$ cat config.mk
export PLATFORM = sky130hd
export DESIGN_NAME = gray_sync_decoder
export DESIGN_NICKNAME = d
export VERILOG_FILES = /design/src/rtl/gray_pkg.sv /design/src/rtl/gray_to_binary_converter.sv /design/src/rtl/gray_sync_decoder.sv
export SDC_FILE = /design/constraint.sdc
export NUM_CORES = 1
export LEC_CHECK = 0
export CAP_MARGIN = 20
export CORE_ASPECT_RATIO = 1.4
export CORE_MARGIN = 2
export CORE_UTILIZATION = 43
export DETAILED_ROUTE_END_ITERATION = 8
export PLACE_DENSITY = 0.69
export SYNTH_ARGS = -nofsm -noshare
export SYNTH_HDL_FRONTEND = slang
export SYNTH_SLANG_ARGS = --single-unit
$ cat constraint.sdc
create_clock -name clk -period 3.7 [get_ports clk]
set_input_delay 0.74 -clock clk [delete_from_list [all_inputs] [get_ports clk]]
set_output_delay 0.74 -clock clk [all_outputs]
set_load 0.02 [all_outputs]
$ cat src/rtl/gray_pkg.sv
// Shared Gray-code helpers and default widths for the
// binary-to-Gray producer and the Gray sync/decode consumer.
package gray_pkg;

  localparam int DEF_WIDTH       = 4;
  localparam int DEF_SYNC_STAGES = 2;
  localparam int DEF_CNT_W       = 8;

  // Helpers work on any width up to 32 bits when zero-extended.
  function automatic logic [31:0] bin2gray(
    input logic [31:0] b
  );
    return b ^ (b >> 1);
  endfunction

  function automatic logic [31:0] gray2bin(
    input logic [31:0] g
  );
    logic [31:0] b;
    b[31] = g[31];
    for (int i = 30; i >= 0; i--) begin
      b[i] = b[i+1] ^ g[i];
    end
    return b;
  endfunction

  function automatic logic [5:0] popcount(
    input logic [31:0] v
  );
    logic [5:0] c;
    c = '0;
    for (int i = 0; i < 32; i++) begin
      c = c + 6'(v[i]);
    end
    return c;
  endfunction

endpackage

$ cat src/rtl/gray_to_binary_converter.sv
// Combinational Gray-to-binary decode, WIDTH bits.
// Each binary bit is the XOR of all Gray bits at or above it.
module gray_to_binary_converter #(
  parameter int WIDTH = 4
) (
  input  logic [WIDTH-1:0] gray_i,
  output logic [WIDTH-1:0] bin_o
);

  for (genvar i = 0; i < WIDTH; i++) begin : g_bit
    assign bin_o[i] = ^gray_i[WIDTH-1:i];
  end

endmodule

$ cat src/rtl/gray_sync_decoder.sv
// Multi-flop synchronizer for an async Gray word, followed by
// binary decode, change pulse, signed step and step-error count.
module gray_sync_decoder
  import gray_pkg::*;
#(
  parameter int WIDTH       = DEF_WIDTH,
  parameter int SYNC_STAGES = DEF_SYNC_STAGES,
  parameter int CNT_W       = DEF_CNT_W
) (
  input  logic             clk,
  input  logic             rst_n,
  input  logic [WIDTH-1:0] gray_in,
  input  logic             clear_err,
  output logic [WIDTH-1:0] gray_sync,
  output logic [WIDTH-1:0] bin_out,
  output logic             valid,
  output logic [WIDTH-1:0] delta,
  output logic             step_err,
  output logic [CNT_W-1:0] err_count
);

  logic [SYNC_STAGES-1:0][WIDTH-1:0] sync_q, sync_d;
  logic [WIDTH-1:0] prev_q, prev_d;
  logic [WIDTH-1:0] bin_q, bin_d;
  logic [WIDTH-1:0] delta_q, delta_d;
  logic             valid_q, valid_d;
  logic             serr_q, serr_d;
  logic [CNT_W-1:0] cnt_q, cnt_d;
  logic [WIDTH-1:0] dec_bin;
  logic             changed;
  logic             multi;

  assign gray_sync = sync_q[SYNC_STAGES-1];

  gray_to_binary_converter #(
    .WIDTH(WIDTH)
  ) u_g2b (
    .gray_i(gray_sync),
    .bin_o (dec_bin)
  );

  always_comb begin
    sync_d = {sync_q[SYNC_STAGES-2:0], gray_in};
  end

  always_comb begin
    changed = gray_sync != prev_q;
    multi   = popcount(32'(gray_sync ^ prev_q)) > 6'd1;
    prev_d  = gray_sync;
    bin_d   = bin_q;
    delta_d = delta_q;
    valid_d = 1'b0;
    serr_d  = 1'b0;
    if (changed) begin
      bin_d   = dec_bin;
      delta_d = dec_bin - bin_q;
      valid_d = 1'b1;
      serr_d  = multi;
    end
  end

  // Clear wins over history but still records a same-cycle error.
  always_comb begin
    cnt_d = cnt_q;
    if (clear_err) begin
      cnt_d = serr_d ? CNT_W'(1) : '0;
    end else if (serr_d && cnt_q != {CNT_W{1'b1}}) begin
      cnt_d = cnt_q + CNT_W'(1);
    end
  end

  always_ff @(posedge clk or negedge rst_n) begin
    if (!rst_n) begin
      sync_q  <= '0;
      prev_q  <= '0;
      bin_q   <= '0;
      delta_q <= '0;
      valid_q <= 1'b0;
      serr_q  <= 1'b0;
      cnt_q   <= '0;
    end else begin
      sync_q  <= sync_d;
      prev_q  <= prev_d;
      bin_q   <= bin_d;
      delta_q <= delta_d;
      valid_q <= valid_d;
      serr_q  <= serr_d;
      cnt_q   <= cnt_d;
    end
  end

  assign bin_out   = bin_q;
  assign delta     = delta_q;
  assign valid     = valid_q;
  assign step_err  = serr_q;
  assign err_count = cnt_q;

endmodule

==> results of run 1 <==
==> layer usage <==
| layer | routed length, um | track usage (%) | up-vias |
|---|---|---|---|
| met5 | 0 | 0 | - |
| met4 | 65 | 7.41 | 0 |
| met3 | 134 | 4.94 | 5 |
| met2 | 1460 | 29.2 | 29 |
| met1 | 1060 | 19.3 | 495 |
| li1 | - | - | 481 |
==> worst paths after layout <==
| kind | endpoint | slack [ns] | cells past startpoint |
|---|---|---|---|
| max | err_count[7] | 1.45 | 6 |
| min | gray_sync[1] | 0.35 | 0 |
| max reg2reg | err_count[7] | 1.45 | 6 |
| min reg2reg | gray_sync[1] | 0.35 | 0 |
| max in group asynchronous | prev_q[0] | 2.58 | 2 |
| min in group asynchronous | step_err | 0.84 | 2 |
==> metrics by stage <==
stage | cell area (um2) | hold slack (ns) | cells | setup slack, ns
3_3_place_gp | 1730 | 0.335 | 189 | 1.47
4_1_cts | 1840 | 0.351 | 197 | 1.43
2_1_floorplan | 1430 | 0.331 | 126 | 1.54
5_1_grt | 1840 | 0.355 | 197 | 1.33
6_report | 1840 | 0.348 | 197 | 1.45
3_5_place_dp | 1730 | 0.336 | 189 | 1.45
==> layout make-up <==
class                      count  area share (%)
clock buffer                   8            5.99
inverter                       8            1.63
multi-input combinational     83            33.2
sequential                    30            40.9
tap                           39            2.66
timing repair buffer          29            15.7
==> worst reg2reg max path, stage by stage, from the launching register on <==
cell	delay, ns
dfrtp_1	0.45
xnor2_1	0.21
inv_1	0.07
fa_1	0.51
a21oi_2	0.13
nor4b_1	0.40
mux2_1	0.35
==> flip-flops by register name, indices dropped and copies added, names as in the netlist <==
register,flops
delta,4
err_count,8
bin_out,4
prev_q,4
sync_d,4
valid,1
step_err,1
gray_sync,4
==> kinds of logic after synthesis <==
logic type               share of synthesized area [%]
AO/OA/AOI/OAI                                     6.22
multiplexers                                      4.64
flip-flops                                        52.5
AND/OR/NAND/NOR                                   18.0
adder cells (fa/ha/maj)                           7.18
XOR/XNOR                                          6.66
buffers and inverters                             4.82
==> power by group through the flow <==
stage	logic, uW	clock network [uW]	registers, uW
finish	294	305	417
global route	325	329	425
CTS	300	314	418
detailed placement	298	0	423
global placement	293	0	420
floorplan	117	0	469
==> cell usage in the layout, fill, tap and decap left out, drive strengths merged, types with 5 or more instances in the layout <==
master	count
dfrtp	30
clkdlybuf4s50	28
nor2	13
nand2	9
nor2b	8
clkbuf	8
inv	8
xor2	7
a21oi	7
mux2	5
ha	5
==> impl_metrics.tcl, run 1 <==
set metrics [dict create \
    status "finished clean" \
    power_frac_comb_pct 28.9 \
    leakage_uw 0.000805 \
    synthToLayoutAreaGrowth_pct 28.5 \
    path_cells "xnor2_1 -> inv_1 -> fa_1 -> a21oi_2 -> nor4b_1 -> mux2_1" \
    wl_mm 2.72 \
    synth_cell_types 34 \
    synth_async_sr_flop_share_pct 100 \
    route.vias.total 1010 \
    hold_path_startpoint "sync_d[5]" \
    cts_buffers 5 \
    clock_latency_ns 0.28 \
    path_max_fanout 8 \
    drc 0 \
    p_int_uw 705 \
    postLayoutCoreUtil_pct 58.3 \
    r2r_start "gray_sync[3]" \
    die_w_um 52.7 \
    yosysMostFrequentCell "dfrtp_1" \
    drive_gt1_share_pct 10.1 \
    dieArea_um2 3810 \
    fmax_mhz 445 \
    post_cts_resize_count 0 \
    synth_edf_count 0 \
    cp-startpoint "gray_sync[3]" \
    cp_top_family "adder cells" \
    crit_path_max_incr_delay_ns 0.51 \
    fp-row-count 24 \
    maxSlewHeadroom_pct 65.2 \
    holdCritPathClass "register to register" \
    cp-end-kind "register" \
    p_total_uw 1020 \
    syn_area_um2 1430 \
    powerDensity_nw_per_um2 554 \
    yosysWarnings 0 \
    fillers 285 \
    synth_top_area_share_pct 52.5 \
    skew_ns 0.00337 \
    clk_pin_slew_worst_paths_ns 0.06 \
    period_minus_slack_ns 2.25 \
    grt_max_degree 31 \
    grt_pass1_vias 1030 \
    cp.required_ns 3.86 \
    cp_slowest_cell "fa_1" \
    die_h_um 72.2 \
    port_buffers 28 \
    setup_viol 0 \
    gr-total-overflow 0 \
    drt-initial-drc-count 10 \
    syn_inst 126 \
    wl_per_cell_um 13.8 \
    htree_levels 2 \
    start_util_pct 45.3 \
    nets 171 \
    start_kind "register" \
    switching_share_pct 30.6 \
    ir_drop_uv 408 \
    cts_hold_buf 0 \
    detailed_place_hpwl_mm 2.00 \
    synth_ff_type "dfrtp_1" \
    cts_buffer_depth 2 \
    timing_hold_violations_final 0 \
    antenna_found_initial 0 \
    arrival_ns 2.41 \
    p_seq_share_pct 41.1 \
    rsz0062_at_grt "false" \
    root_buffer "clkbuf_8" \
    num_antenna_cells 0 \
    cts_tree "built" \
    crit_buf_inv 1 \
    io_pins 29 \
    tns_ns 0 \
    clockPowerShare_pct 30.0 \
    synth_nets 140 \
    avgSynthCellArea_um2 11.3 \
    via_per_inst 5.13 \
    final_max_slew_viol_count 0 \
    post_cts_buffers 0 \
    clock_sinks 30 \
    seqCellArea_um2 751 \
    ys_seq_elements 30 \
    synth_common_cells "dfrtp_1, nor2_1, nand2_1, nor2b_1, inv_1" \
    synthTopCellsByArea "dfrtp_1, ha_1, mux2_1" \
    worst_pin_slew_ns 0.519 \
    yosys.area.top_type "dfrtp_1" \
    ys_seq_area_share_pct 52.5 \
    grt_pass1_wl_mm 4.69 \
    gp_congestion 0.692 \
    multi_input_area_um2 609 \
    switchingPower_uw 311 \
    grt_use_total_pct 17.0 \
    firstDrtPassIters 4 \
    antenna_left 0 \
    worstSetupPathType "register to register" \
    cap_violations 0 \
    post-route-period-util_pct 60.7 \
    coreArea_um2 3150 \
]
(Power assumes the default switching activity.)
==> run 2: changes to the inputs <==
Clock period 3.7 ns to 2.3 ns, I/O delays scaled along.
==> run 2 against run 1 <==
Cell count is 3.0% higher. Count of clock-buffer cells in the layout is 3 lower. Fmax is 2.0% higher. Worst setup slack worse by 1.4 ns. Critical endpoint is now err_count[0]. Largest power group unchanged.
==> impl_metrics.tcl, run 2 (same netlist as run 1, synthesis figures left out) <==
set metrics [dict create \
    power_frac_comb_pct 31.6 \
    fmax_mhz 454 \
    start_util_pct 45.3 \
    worst_pin_slew_ns 0.656 \
    crit_cells 6 \
    clock_sinks 30 \
    num_antenna_cells 0 \
    antenna_left 0 \
    detailed_place_hpwl_mm 2.09 \
    hold_depth 0 \
    timing_hold_violations_final 0 \
    powerDensity_nw_per_um2 838 \
    path_cells "xnor2_1 -> inv_1 -> fa_1 -> a21oi_4 -> or3_4 -> a221o_1" \
    final_cell_mix "dfrtp_1, clkdlybuf4s50_1, nor2_1, nand2_1, nor2b_1" \
    cts_buffer_depth 2 \
    fillers 282 \
    cts_tree "built" \
    largest_reg_flops 8 \
    switching_share_pct 33.1 \
    arrival_ns 2.36 \
    via_per_inst 5.02 \
    wl_mm 2.88 \
    setup_viol 0 \
    seqCellArea_um2 752 \
    dieArea_um2 3810 \
    finalNonFillerCells 203 \
    gr-total-overflow 0 \
    crit_path_max_incr_delay_ns 0.55 \
    cp_slowest_cell "fa_1" \
    p_int_uw 1060 \
    firstDrtPassIters 4 \
    postLayoutCoreUtil_pct 59.9 \
    clk_pin_slew_worst_paths_ns 0.07 \
    final_common_cell "dfrtp_1" \
    grt_use_total_pct 18.1 \
    cts_hold_buf 0 \
    start_kind "register" \
    io_pins 29 \
    drive_gt1_share_pct 15.9 \
    coreArea_um2 3150 \
    skew_ns 0.00370 \
    htree_levels 2 \
    die_w_um 52.7 \
    ir_drop_uv 596 \
    wl_per_cell_um 14.2 \
    fp-row-count 24 \
    antenna_found_initial 0 \
    grt_max_degree 31 \
    cp-end-kind "register" \
    synthToLayoutAreaGrowth_pct 32.2 \
    p_seq_share_pct 42.0 \
    drc 0 \
    route.vias.total 1020 \
    clock_latency_ns 0.28 \
    die_h_um 72.2 \
    maxSlewHeadroom_pct 56.0 \
    cp_top_family "adder cells" \
    reg2regPathDepth 6 \
    final_max_slew_viol_count 0 \
    path_max_fanout 8 \
    clockPowerShare_pct 26.3 \
    port_buffers 28 \
    dpl.cell_count 195 \
    post-route-period-util_pct 95.8 \
    p_total_uw 1580 \
    crit_buf_inv 1 \
    leakage_uw 0.000825 \
    nets 177 \
    grt_pass1_wl_mm 5.01 \
    cap_violations 0 \
    worstSetupPathType "register to register" \
    cp.required_ns 2.46 \
    holdCritPathClass "register to register" \
    switchingPower_uw 524 \
    multi_input_area_um2 636 \
    period_minus_slack_ns 2.20 \
    drt-initial-drc-count 20 \
    root_buffer "clkbuf_8" \
    status "finished clean" \
    grt_pass1_vias 1146 \
    gp_congestion 0.759 \
    cts_buffers 5 \
]
-- run 2: cell count changes in the layout (fill, tap and decap cells not counted), sizes merged --
cell and delta:
buf +6, clkinvlp +1, clkinv +2, clkbuf -3
-- run 2: worst paths after layout --
| kind | start | end | slack (ns) |
|---|---|---|---|
| min | sync_d[5] | gray_sync[1] | 0.35 |
| min reg2reg | sync_d[5] | gray_sync[1] | 0.35 |
| min in group asynchronous | rst_n | bin_out[3] | 0.57 |
| max in group asynchronous | rst_n | gray_sync[3] | 1.43 |
| max | gray_sync[3] | err_count[0] | 0.1 |
| max reg2reg | gray_sync[3] | err_count[0] | 0.1 |
-- run 2: repair_timing --
| action | in CTS | in global routing |
|---|---|---|
| resized for setup | 0 | 5 |
| setup buffers | 0 | 0 |
| setup endpoints to repair | 0 | 5 |
-- run 2: cell type report --
class | count | share of cell area [%]
timing repair buffer | 35 | 17.6
sequential | 30 | 39.8
clock inverter | 3 | 1.13
inverter | 8 | 1.59
tap | 39 | 2.58
multi-input combinational | 83 | 33.6
clock buffer | 5 | 3.64
-- run 2: power by group through the flow --
stage	clock (uW)	combinational, uW	sequential, uW
final	417	500	665
after global routing	456	553	679
after CTS	438	499	666
after detailed placement	0	493	676
after global placement	0	479	674
after floorplan	0	188	755
-- run 2: per-layer routing --
metal	share of wire (%)	track usage, %
met1	37	18.9
met4	0.42	6.84
met5	0	0
met2	57	32.5
met3	5.3	5.97
-- run 2: metrics by stage --
step / hold slack, ns / instance area, um2 / TNS, ns / setup WS [ns]
2_1_floorplan: 0.164 / 1430 / 0 / 0.137
3_3_place_gp: 0.331 / 1770 / 0 / 0.163
3_5_place_dp: 0.340 / 1770 / 0 / 0.0539
4_1_cts: 0.357 / 1860 / 0 / 0.0350
5_1_grt: 0.364 / 1890 / -0.0141 / -0.0141
6_report: 0.353 / 1890 / 0 / 0.0977
==> RTL edit (settings of run 1) <==
Register the inputs `gray_in` and `clear_err` before use. The logic sees them one clock later.
--- a/src/rtl/gray_sync_decoder.sv
+++ b/src/rtl/gray_sync_decoder.sv
@@ -18,6 +18,14 @@
   output logic             step_err,
   output logic [CNT_W-1:0] err_count
 );
+
+  logic [WIDTH-1:0] gray_q;
+  logic clear_err_q;
+
+  always_ff @(posedge clk) begin
+    gray_q      <= gray_in;
+    clear_err_q <= clear_err;
+  end
 
   logic [SYNC_STAGES-1:0][WIDTH-1:0] sync_q, sync_d;
   logic [WIDTH-1:0] prev_q, prev_d;
@@ -40,7 +48,7 @@
   );
 
   always_comb begin
-    sync_d = {sync_q[SYNC_STAGES-2:0], gray_in};
+    sync_d = {sync_q[SYNC_STAGES-2:0], gray_q};
   end
 
   always_comb begin
@@ -62,7 +70,7 @@
   // Clear wins over history but still records a same-cycle error.
   always_comb begin
     cnt_d = cnt_q;
-    if (clear_err) begin
+    if (clear_err_q) begin
       cnt_d = serr_d ? CNT_W'(1) : '0;
     end else if (serr_d && cnt_q != {CNT_W{1'b1}}) begin
       cnt_d = cnt_q + CNT_W'(1);
Function: changed (Yosys sat finds a counterexample within 4 cycles, from zero or initial values and one cycle with rst_n low).
==> RTL edit against run 1 <==
Final area increased by 1.7%; sequential cell count increased by 5; global-route usage fell by 0.61 points; total power increased by 0.33%; setup slack got worse by 0.25 ns; routed wire length fell by 2.1%; synthesized area is 5.0% higher; first-iteration DRC count rose to 3.4 times the old value; synthesized cell count up 3.2%; clock skew grew 0.0047 ns; critical endpoint is now err_count[0]; largest power group unchanged; highest routed layer unchanged.
==> RTL edit: results (changes against run 1) <==
- The cell family contributing the most delay on the critical path is compound AO/OA/AOI/OAI gates.
- The top fanout value on the critical path came to 11 (+3).
- The vias per cell was 5.30 (+3.3%).
- Yosys attributes the largest share of cell area to sky130_fd_sc_hd__dfrtp_1 (50%), sky130_fd_sc_hd__dfxtp_1 (6.7%), sky130_fd_sc_hd__ha_1 (4.2%).
- The fraction of the yosys area taken by sequential cells is 56.7% (+4.2 points).
- The largest individual stage delay along the critical path comes from the cell sky130_fd_sc_hd__a21oi_1.
- Counting instances in the post-synthesis netlist gives the leading cell types as sky130_fd_sc_hd__dfrtp_1 (30), sky130_fd_sc_hd__a21oi_1 (10), sky130_fd_sc_hd__inv_1 (10).
- The number of cells on the worst reg-to-reg path is 6 (unchanged).
- The count of unique library cells instantiated by Yosys is 31 (-8.8%).
- The worst setup skew after layout is 0.00802 ns (+0.00465 ns).
- The post-synth net total is 144 (+2.9%).
- The number of antenna violations at the first check in global routing is 0 (unchanged).
- The filler cell count is 278 (-2.5%).
- The worst hold path begins at gray_q[0].
- The hold slack is 0.327 ns (-0.0210 ns).
- The delay of the slowest critical-path stage is 0.56 ns (+0.05 ns).
- The all-layer global routing usage is 16.4% (-0.61 points).
- The HPWL after detailed placement is 1.94 mm (-2.9%).
- The post-placement cell area was 1780 µm² (+3.0%).
- The wire length after detailed routing is 2.66 mm (-2.1%).
- The remaining max-slew budget at the tightest pin was 54.4% (-11 points).
- The weighted congestion at the end of routability-driven global placement came to 0.899 (+30%).
- The flow ran to the end, and the final reports show no timing, DRC or antenna violations.
- The share of post-route cells with drive strength above 1 is 6.83% (-3.3 points).
- The first-pass GRT wire length is 4.62 mm (-1.3%).
- The fraction of synthesis flops using an asynchronous set or reset pin came to 85.7% (-14 points).
- The endpoint identified for the worst register-to-register timing path is err_count[0].
- The leakage power total came to 0.807 nW (+0.28%).
- The worst endpoint data arrival time is 2.67 ns (+0.26 ns).
- The count of nets after finishing came to 174 (+1.8%).
- The reg2reg setup slack is 1.20 ns (-0.25 ns).
- The first-iteration detailed-routing DRC count is 34 (+24).
- The number of buffers added on ports is 28 (unchanged).
- For hold timing, the worst endpoint is sync_d[4].
- The worst vdd rail ir drop is 0.000377 V (-7.6%).
[RTL edit: cell type report]
cell class	instances	area, µm²	share of cell area, %
Sequential cell	35	851	45.5
Multi-Input combinational cell	79	553	29.6
Timing Repair Buffer	29	288	15.4
Clock buffer	5	68.8	3.68
Tap cell	40	50.0	2.68
Inverter	10	37.5	2.01
Clock inverter	3	20.0	1.07
[RTL edit: kinds of logic after synthesis]
family	share of synthesized area (%)
XOR/XNOR	5.84
flip-flops	56.7
AND/OR/NAND/NOR	11.8
buffers and inverters	6.42
multiplexers	0.751
adder cells (fa/ha/maj)	6.84
AO/OA/AOI/OAI	11.6
[RTL edit: metal layers]
layer	routed length (µm)	GRT usage (%)	vias to the layer above	part of all wire [%]
met1	1070	18.8	512	40
met3	171	7.32	11	6.4
li1	-	-	508	-
met4	87	9.40	0	3.3
met2	1330	24.9	34	50
met5	0	0	-	0
[RTL edit: worst max path at each step]
| stage | end | slack [ns] |
|---|---|---|
| 2_1_floorplan | err_count[3] | 1.49 |
| 3_3_place_gp | err_count[0] | 1.36 |
| 3_5_place_dp | err_count[0] | 1.24 |
| 4_1_cts | err_count[0] | 1.21 |
| 5_1_grt | err_count[0] | 1.11 |
| 6_report | err_count[0] | 1.20 |
[RTL edit: power breakdown]
part | switching [mW] | internal (mW) | leakage (nW)
clock | 0.137 | 0.131 | 0.0402
sequential | 0.0416 | 0.432 | 0.403
combinational | 0.147 | 0.132 | 0.363
total | 0.326 | 0.694 | 0.807
[RTL edit: metrics by stage]
stage,instances,setup WS (ns)
finish,201,1.20
global route,201,1.11
CTS,201,1.21
detailed placement,193,1.24
global placement,193,1.36
floorplan,130,1.49
